$ cat src/rtl/credit_switch_scheduler.sv
// Credit-based output scheduler for an NxM switch: per-output round-robin grant plus credit tracking.
// Define CREDIT_SCHED_FIXED_PRIORITY_EN to use lowest-index-wins arbitration without pointer registers.
module credit_switch_scheduler #(
    parameter int unsigned N           = 5,
    parameter int unsigned M           = 5,
    parameter int unsigned MAX_CREDITS = 4,
    localparam int unsigned CW         = $clog2(MAX_CREDITS + 1)
) (
    input  logic              clk,
    input  logic              reset,
    input  logic              ce,
    input  logic [N*M-1:0]    i_output_req,
    input  logic [M-1:0]      i_credit_return,
    output logic [M*N-1:0]    o_output_grant,
    output logic [N-1:0]      o_input_grant,
    output logic [M-1:0]      o_data_val,
    output logic [M*CW-1:0]   o_credit_count,
    output logic              o_credit_overflow
);

    localparam logic [CW-1:0] MaxCredit = CW'(MAX_CREDITS);

    logic [N-1:0][M-1:0] eff_req;
    logic [M-1:0][N-1:0] grant;
    logic [M-1:0]        eligible;
    logic [M-1:0]        data_val;
    logic [M-1:0][CW-1:0] credit_q, credit_d;
    logic                overflow_q, overflow_d;

`ifndef CREDIT_SCHED_FIXED_PRIORITY_EN
    localparam int unsigned PW = (N > 1) ? $clog2(N) : 1;
    logic [M-1:0][PW-1:0] ptr_q, ptr_d;
`endif

    // A multi-request input only competes for its lowest-index output, so no input is double-granted.
    always_comb begin
        eff_req = '0;
        for (int unsigned n = 0; n < N; n++) begin
            logic found;
            found = 1'b0;
            for (int unsigned m = 0; m < M; m++) begin
                if (i_output_req[n*M+m] && !found) begin
                    eff_req[n][m] = 1'b1;
                    found         = 1'b1;
                end
            end
        end
    end

    always_comb begin
        for (int unsigned m = 0; m < M; m++) begin
            eligible[m] = ce && !reset && (credit_q[m] != '0);
        end
    end

    always_comb begin
        grant = '0;
`ifndef CREDIT_SCHED_FIXED_PRIORITY_EN
        ptr_d = ptr_q;
`endif
        for (int unsigned m = 0; m < M; m++) begin
            logic        found;
            int unsigned idx;
            found = 1'b0;
            idx   = 0;
            if (eligible[m]) begin
                for (int unsigned k = 0; k < N; k++) begin
`ifdef CREDIT_SCHED_FIXED_PRIORITY_EN
                    idx = k;
`else
                    idx = int'(ptr_q[m]) + k;
                    if (idx >= N) idx = idx - N;
`endif
                    if (!found && eff_req[idx][m]) begin
                        grant[m][idx] = 1'b1;
                        found         = 1'b1;
`ifndef CREDIT_SCHED_FIXED_PRIORITY_EN
                        ptr_d[m] = (idx + 1 == N) ? '0 : PW'(idx + 1);
`endif
                    end
                end
            end
        end
    end

    always_comb begin
        o_input_grant = '0;
        for (int unsigned m = 0; m < M; m++) begin
            data_val[m]   = |grant[m];
            o_input_grant = o_input_grant | grant[m];
        end
    end

    // Returns are counted even with ce low; a return at full credit saturates and flags overflow.
    always_comb begin
        credit_d   = credit_q;
        overflow_d = overflow_q;
        for (int unsigned m = 0; m < M; m++) begin
            case ({data_val[m], i_credit_return[m]})
                2'b10: credit_d[m] = credit_q[m] - CW'(1);
                2'b01: begin
                    if (credit_q[m] == MaxCredit) overflow_d = 1'b1;
                    else credit_d[m] = credit_q[m] + CW'(1);
                end
                default: ;
            endcase
        end
    end

    always_ff @(posedge clk) begin
        if (reset) begin
            credit_q   <= {M{MaxCredit}};
            overflow_q <= 1'b0;
`ifndef CREDIT_SCHED_FIXED_PRIORITY_EN
            ptr_q      <= '0;
`endif
        end else begin
            credit_q   <= credit_d;
            overflow_q <= overflow_d;
`ifndef CREDIT_SCHED_FIXED_PRIORITY_EN
            ptr_q      <= ptr_d;
`endif
        end
    end

    assign o_output_grant    = grant;
    assign o_data_val        = data_val;
    assign o_credit_count    = credit_q;
    assign o_credit_overflow = overflow_q;

endmodule

$ cat config.mk
export PLATFORM = sky130hd
export DESIGN_NAME = credit_switch_scheduler
export DESIGN_NICKNAME = d
export VERILOG_FILES = /design/src/rtl/credit_switch_scheduler.sv
export SDC_FILE = /design/constraint.sdc
export NUM_CORES = 1
export LEC_CHECK = 0
export BUFFER_PORTS_ARGS = -buffer_cell sky130_fd_sc_hd__buf_2
export CORE_ASPECT_RATIO = 1.4
export CORE_MARGIN = 2
export CORE_UTILIZATION = 46
export DETAILED_ROUTE_END_ITERATION = 10
export SETUP_SLACK_MARGIN = 0.05
export SLEW_MARGIN = 20
export SYNTH_ARGS = -nofsm -noshare
export SYNTH_HDL_FRONTEND = slang
export SYNTH_SLANG_ARGS = --single-unit
$ cat constraint.sdc
create_clock -name clk -period 6.8 [get_ports clk]
set_input_delay 1.36 -clock clk [delete_from_list [all_inputs] [get_ports clk]]
set_output_delay 1.36 -clock clk [all_outputs]
set_load 0.01 [all_outputs]
## Word-level counts from Yosys, hierarchy flattened

Cells that the tools add are included.

- Register bits after elaboration: 31
- Bits of input ports: 33
- Output and inout bits: 51
- Logic and storage cells: 727

- Add/sub/neg operators: 80
- $lt $le $gt $ge: 75
- Equality and inequality tests: 45
- Multiplexer cells: 350
- Bitwise logic cells: 24
- Reductions and logical operators: 142

Operators with widths:

| kind | count |
|---|---|
| 32-bit two-way mux | 50 |
| 32-bit by 1-bit adder with 32-bit output (second input constant) | 25 |
| 32-bit by 3-bit == test with 1-bit output (second input constant) | 25 |
| 32-bit by 1-bit >= comparator with 1-bit output (second input constant) | 25 |
| 32-bit by 4-bit < comparator with 1-bit output (second input constant) | 25 |
| 5-bit binary-select mux with 3-bit select | 25 |
| 5-bit two-way mux | 55 |
| 3-bit two-way mux | 60 |
| 1-bit two-way mux | 120 |
| 5-bit bitwise OR | 24 |
| 4-bit by 3-bit subtractor with 5-bit output (second input constant) | 20 |
| 4-bit by 3-bit >= comparator with 1-bit output (second input constant) | 20 |
| 1-bit demux with 3-bit select | 25 |
| 1-bit logical AND | 71 |
| 1-bit zero test | 41 |
| 3-bit by 2-bit adder with 4-bit output (second input constant) | 10 |
| 3-bit case mux with 2 select lines | 5 |
| 5-bit nonzero test | 5 |
| 5-bit OR reduction | 5 |
| 3-bit by 1-bit adder with 4-bit output (second input constant) | 5 |
| 3-bit by 3-bit adder with 4-bit output (second input constant) | 5 |
| 4-bit two-way mux | 5 |
| 2-bit AND reduction | 10 |
| 3-bit by 3-bit subtractor with 4-bit output (second input constant) | 5 |
| 10 further kinds | 50 |

## Longest topological paths before layout

- Word-level depth: 44
- Mapped depth: 25

## Worst setup path before layout

Ideal clock, no wire load.

- Path kind: flip-flop to output port
- From: reg ptr_q[14] (netlist name)
- To: out o_data_val[4]
- Data arrival time: 4234 ps
- Path slack: 1206 ps
- Cell stages (with the launch flop): 18
- Path buffers: 5
- Cells stage by stage: dfxtp_1 -> buf_2 -> clkbuf_1 -> clkbuf_1 -> inv_1 -> ha_1 -> buf_2 -> a211oi_1 -> mux2i_2 -> nand2_1 -> a221oi_4 -> or2_2 -> nor4b_1 -> a221o_1 -> o41ai_2 -> and4_1 -> buf_4 -> inv_4

- Longest elaborated chain between the ends: 24
- Elaborated cells on any way between the ends: 90
- Those cells by class: 9 x add/sub; 15 x order compare; 48 x mux; 4 x bitwise; 14 x reduce/logical

Ends and longest elaborated chain:

| what | RTL line | source |
|---|---|---|
| start: declaration | 32 | `logic [M-1:0][PW-1:0] ptr_q, ptr_d;` |
| start signal: assignment | 121 | `ptr_q <= ptr_d;` |
| branches (longest 21 deep; another with 32-bit by 1-bit >= comparator with 1-bit output) | - |  |
| 5-bit two-way mux * | 74 | `if (!found && eff_req[idx][m]) begin` |
| 5-bit two-way mux * | 66 | `if (eligible[m]) begin` |
| 5-bit OR reduction * | 89 | `data_val[m] = \|grant[m];` |
| end: declaration | 16 | `output logic [M-1:0] o_data_val,` |

Mark *: on every way between the ends. The select of a mux whose other input is x is not followed.

## Worst setup path after layout

- From: reg ptr_q[13] (netlist name)
- To: out o_data_val[4]

Same word-level chain as after synthesis.

==> impl_metrics.tcl <==
set metrics [dict create \
    status "completed" \
    maxSlewViolCount 0 \
    crit_path_start_kind "register" \
    async_flop_share_pct 0 \
    syn-mean-instance-area_um2 7.01 \
    syn_area_um2 15100 \
    final_nets 2472 \
    area.growth.synth_to_final_pct 7.17 \
    vias_per_cell 6.50 \
    min_period_ns 6.23 \
    ys_seq_elements 31 \
    numCtsBuffers 5 \
    cts_tree "built" \
    cts_buffer_depth 2 \
    cts_setup_buffers 0 \
    drive_gt1_share_pct 11.4 \
    gr-total-overflow 0 \
    hold_slack_ns 0.571 \
    antenna_found_initial 5 \
    drcViolationCount 0 \
    synth_common_cells "232 x ha_1, 180 x nor2_1, 178 x nand2_1" \
    gp_congestion 1.02 \
    synth_area_leaders "ha_1 19%, nor2_1 4.5%, nand2_1 4.4%, dfxtp_1 4.1%, a21oi_1 3.8%" \
    cp.required_ns 5.44 \
    synth_top_area_share_pct 19.2 \
    finalHoldViolations 0 \
    setup-tns-final_ns 0 \
    clock_sinks 31 \
    synth.largest_area_cell "ha_1" \
    worstPathArrival_ns 4.87 \
    crit_family "compound AO/OA/AOI/OAI gates" \
    first_pass_iters 5 \
    grt_pass1_wl_mm 85.9 \
    critPathSlowestCell "ha_1" \
    start_util_pct 46.6 \
    ys_types 120 \
    clockRootBuffer "clkbuf_16" \
    dominantRegCellSynth "dfxtp_1" \
    post-route-period-util_pct 91.6 \
    ant_nets 0 \
    crit_chain "inv_1, ha_1, inv_1, ha_1, a21oi_4, xnor2_1, buf_4, inv_1, o22ai_1, a22oi_1, o2111ai_2, nor2_1, a221o_1, o41ai_2, and4_1, inv_4, buf_2" \
    synth_warnings 0 \
    die_w_um 157 \
    dieArea_um2 34300 \
    grt_max_degree 39 \
    n_antenna_cell 0 \
    crit_type "register to output port" \
    max_freq_mhz 161 \
    hpwl_mm 44.5 \
    io_pins 84 \
    cts_resized 0 \
    tightest_slew_ns 1.14 \
    pre_cts_slack_ns 0.816 \
    synth_edf_count 0 \
    io_buffer_count 83 \
    min_path_type "register to register" \
    drt-initial-drc-count 1185 \
    wl_per_cell_um 20.9 \
    crit_path_end_kind "output port" \
    crit_top_cell "inv_1" \
    row_count 78 \
    slew-limit-headroom_pct 23.2 \
    vias 17100 \
    ctsHoldBuffers 0 \
    path_clk_slew_ns 0.07 \
    setup-violations-final 0 \
    slowest_delay_ns 0.48 \
    clock-skew-final_ns 0.00362 \
    rsz0062_at_grt "no" \
    ys_seq_area_share_pct 4.11 \
    coreArea_um2 32400 \
    max_cap_violations 0 \
    grt_util_all_layers_pct 31.2 \
    crit_fanout 12 \
    die_h_um 218 \
    timing.final.ws_setup_ns 0.571 \
    path_buf_inv 6 \
    post-synth-top-count-cell "ha_1" \
    h-tree-depth 2 \
    grt_pass1_vias 16200 \
    wl_mm 55.0 \
    syn_inst 2153 \
    clk_latency_ns 0.31 \
]
## cells by family (layout without fill, tap and decap cells)
| group | after synthesis | after routing | share of synthesized area [%] |
|---|---|---|---|
| and+or+nand+nor | 942 | 942 | 33.5 |
| AOI/OAI and AO/OA | 591 | 591 | 28.4 |
| adders and majority gates | 242 | 242 | 20.6 |
| buffers and inverters | 236 | 271 | 6.30 |
| xor gates and xnor gates | 60 | 60 | 3.53 |
| muxes | 50 | 50 | 3.49 |
| DFF | 31 | 31 | 4.11 |
| other | 1 | 11 | 0.0248 |
## sequential cells by signal, summed over array words and instances, names as in the netlist
| signal | flops |
|---|---|
| o_credit_overflow | 1 |
| o_credit_count | 15 |
| ptr_q | 15 |
## routing by layer
metal / global-route usage, % / vias up / share of wire [%]
met5: 0 / - / 0.047
met4: 15.3 / 4 / 5.7
met3: 5.53 / 205 / 7.9
met2: 54.9 / 731 / 47
met1: 36.2 / 7975 / 39
li1: - / 8228 / -
## worst reg2reg max path: stages (launching register included)
cell and delay (ns):
dfxtp_1 0.41, inv_1 0.31, ha_1 0.48, inv_1 0.08, ha_1 0.25, a21oi_4 0.19
xnor2_1 0.16, buf_4 0.20, inv_1 0.08, o22ai_1 0.19, a22oi_1 0.18, o2111ai_2 0.37
nor2_1 0.20, a221o_1 0.39, o41ai_2 0.39, and4_1 0.40, nand2_1 0.11, fa_1 0.39
nor2_1 0.18, a41oi_1 0.07, a211oi_1 0.23, o21ai_0 0.09
## per-stage QoR
stage / instance area (um2) / utilization [%] / cells
floorplan: 15100 / - / 2163
global placement: 16000 / 49.4 / 2630
detailed placement: 16000 / 49.4 / 2630
CTS: 16200 / 49.9 / 2638
global route: 16200 / 49.9 / 2638
finish: 16200 / 49.9 / 2638
## cell type report
type,count,area (um2)
clock buffers,5,125
flip-flops and latches,31,621
multi-input cells,1896,13600
fillers,3309,16200
clock inverters,3,20.0
repair buffers,135,806
inverters,128,484
well taps,440,551
## layout by cell type (no fill, tap or decap), drive strengths merged, types with 20 or more instances in the layout
cell / synthesis / routed
nor4: 44 / 44
xnor2: 48 / 48
ha: 232 / 232
a211oi: 38 / 38
nand2: 179 / 179
a31oi: 22 / 22
inv: 125 / 125
and2: 26 / 26
o21ai: 104 / 104
nand3: 106 / 106
nor3: 83 / 83
o22ai: 28 / 28
nor2b: 39 / 39
nand2b: 44 / 44
nor2: 181 / 181
nand4b: 23 / 23
nand4: 55 / 55
o31ai: 22 / 22
or2: 22 / 22
mux2i: 35 / 35
a21oi: 121 / 121
a22oi: 24 / 24
and3: 23 / 23
buf: 51 / 135
or4: 21 / 21
dfxtp: 31 / 31
a21o: 20 / 20
## final timing paths
path	startpoint	endpoint	slack [ns]	depth (start not counted)
max	ptr_q[13]	o_data_val[4]	0.57	17
min	o_credit_count[10]	o_credit_count[10]	0.57	2
max reg2reg	ptr_q[13]	o_credit_count[14]	1.29	21
min reg2reg	o_credit_count[10]	o_credit_count[10]	0.57	2
Power is left out: the tool's default activity adds up to more than one toggle a clock period on the data nets, which glitch-free logic cannot reach.
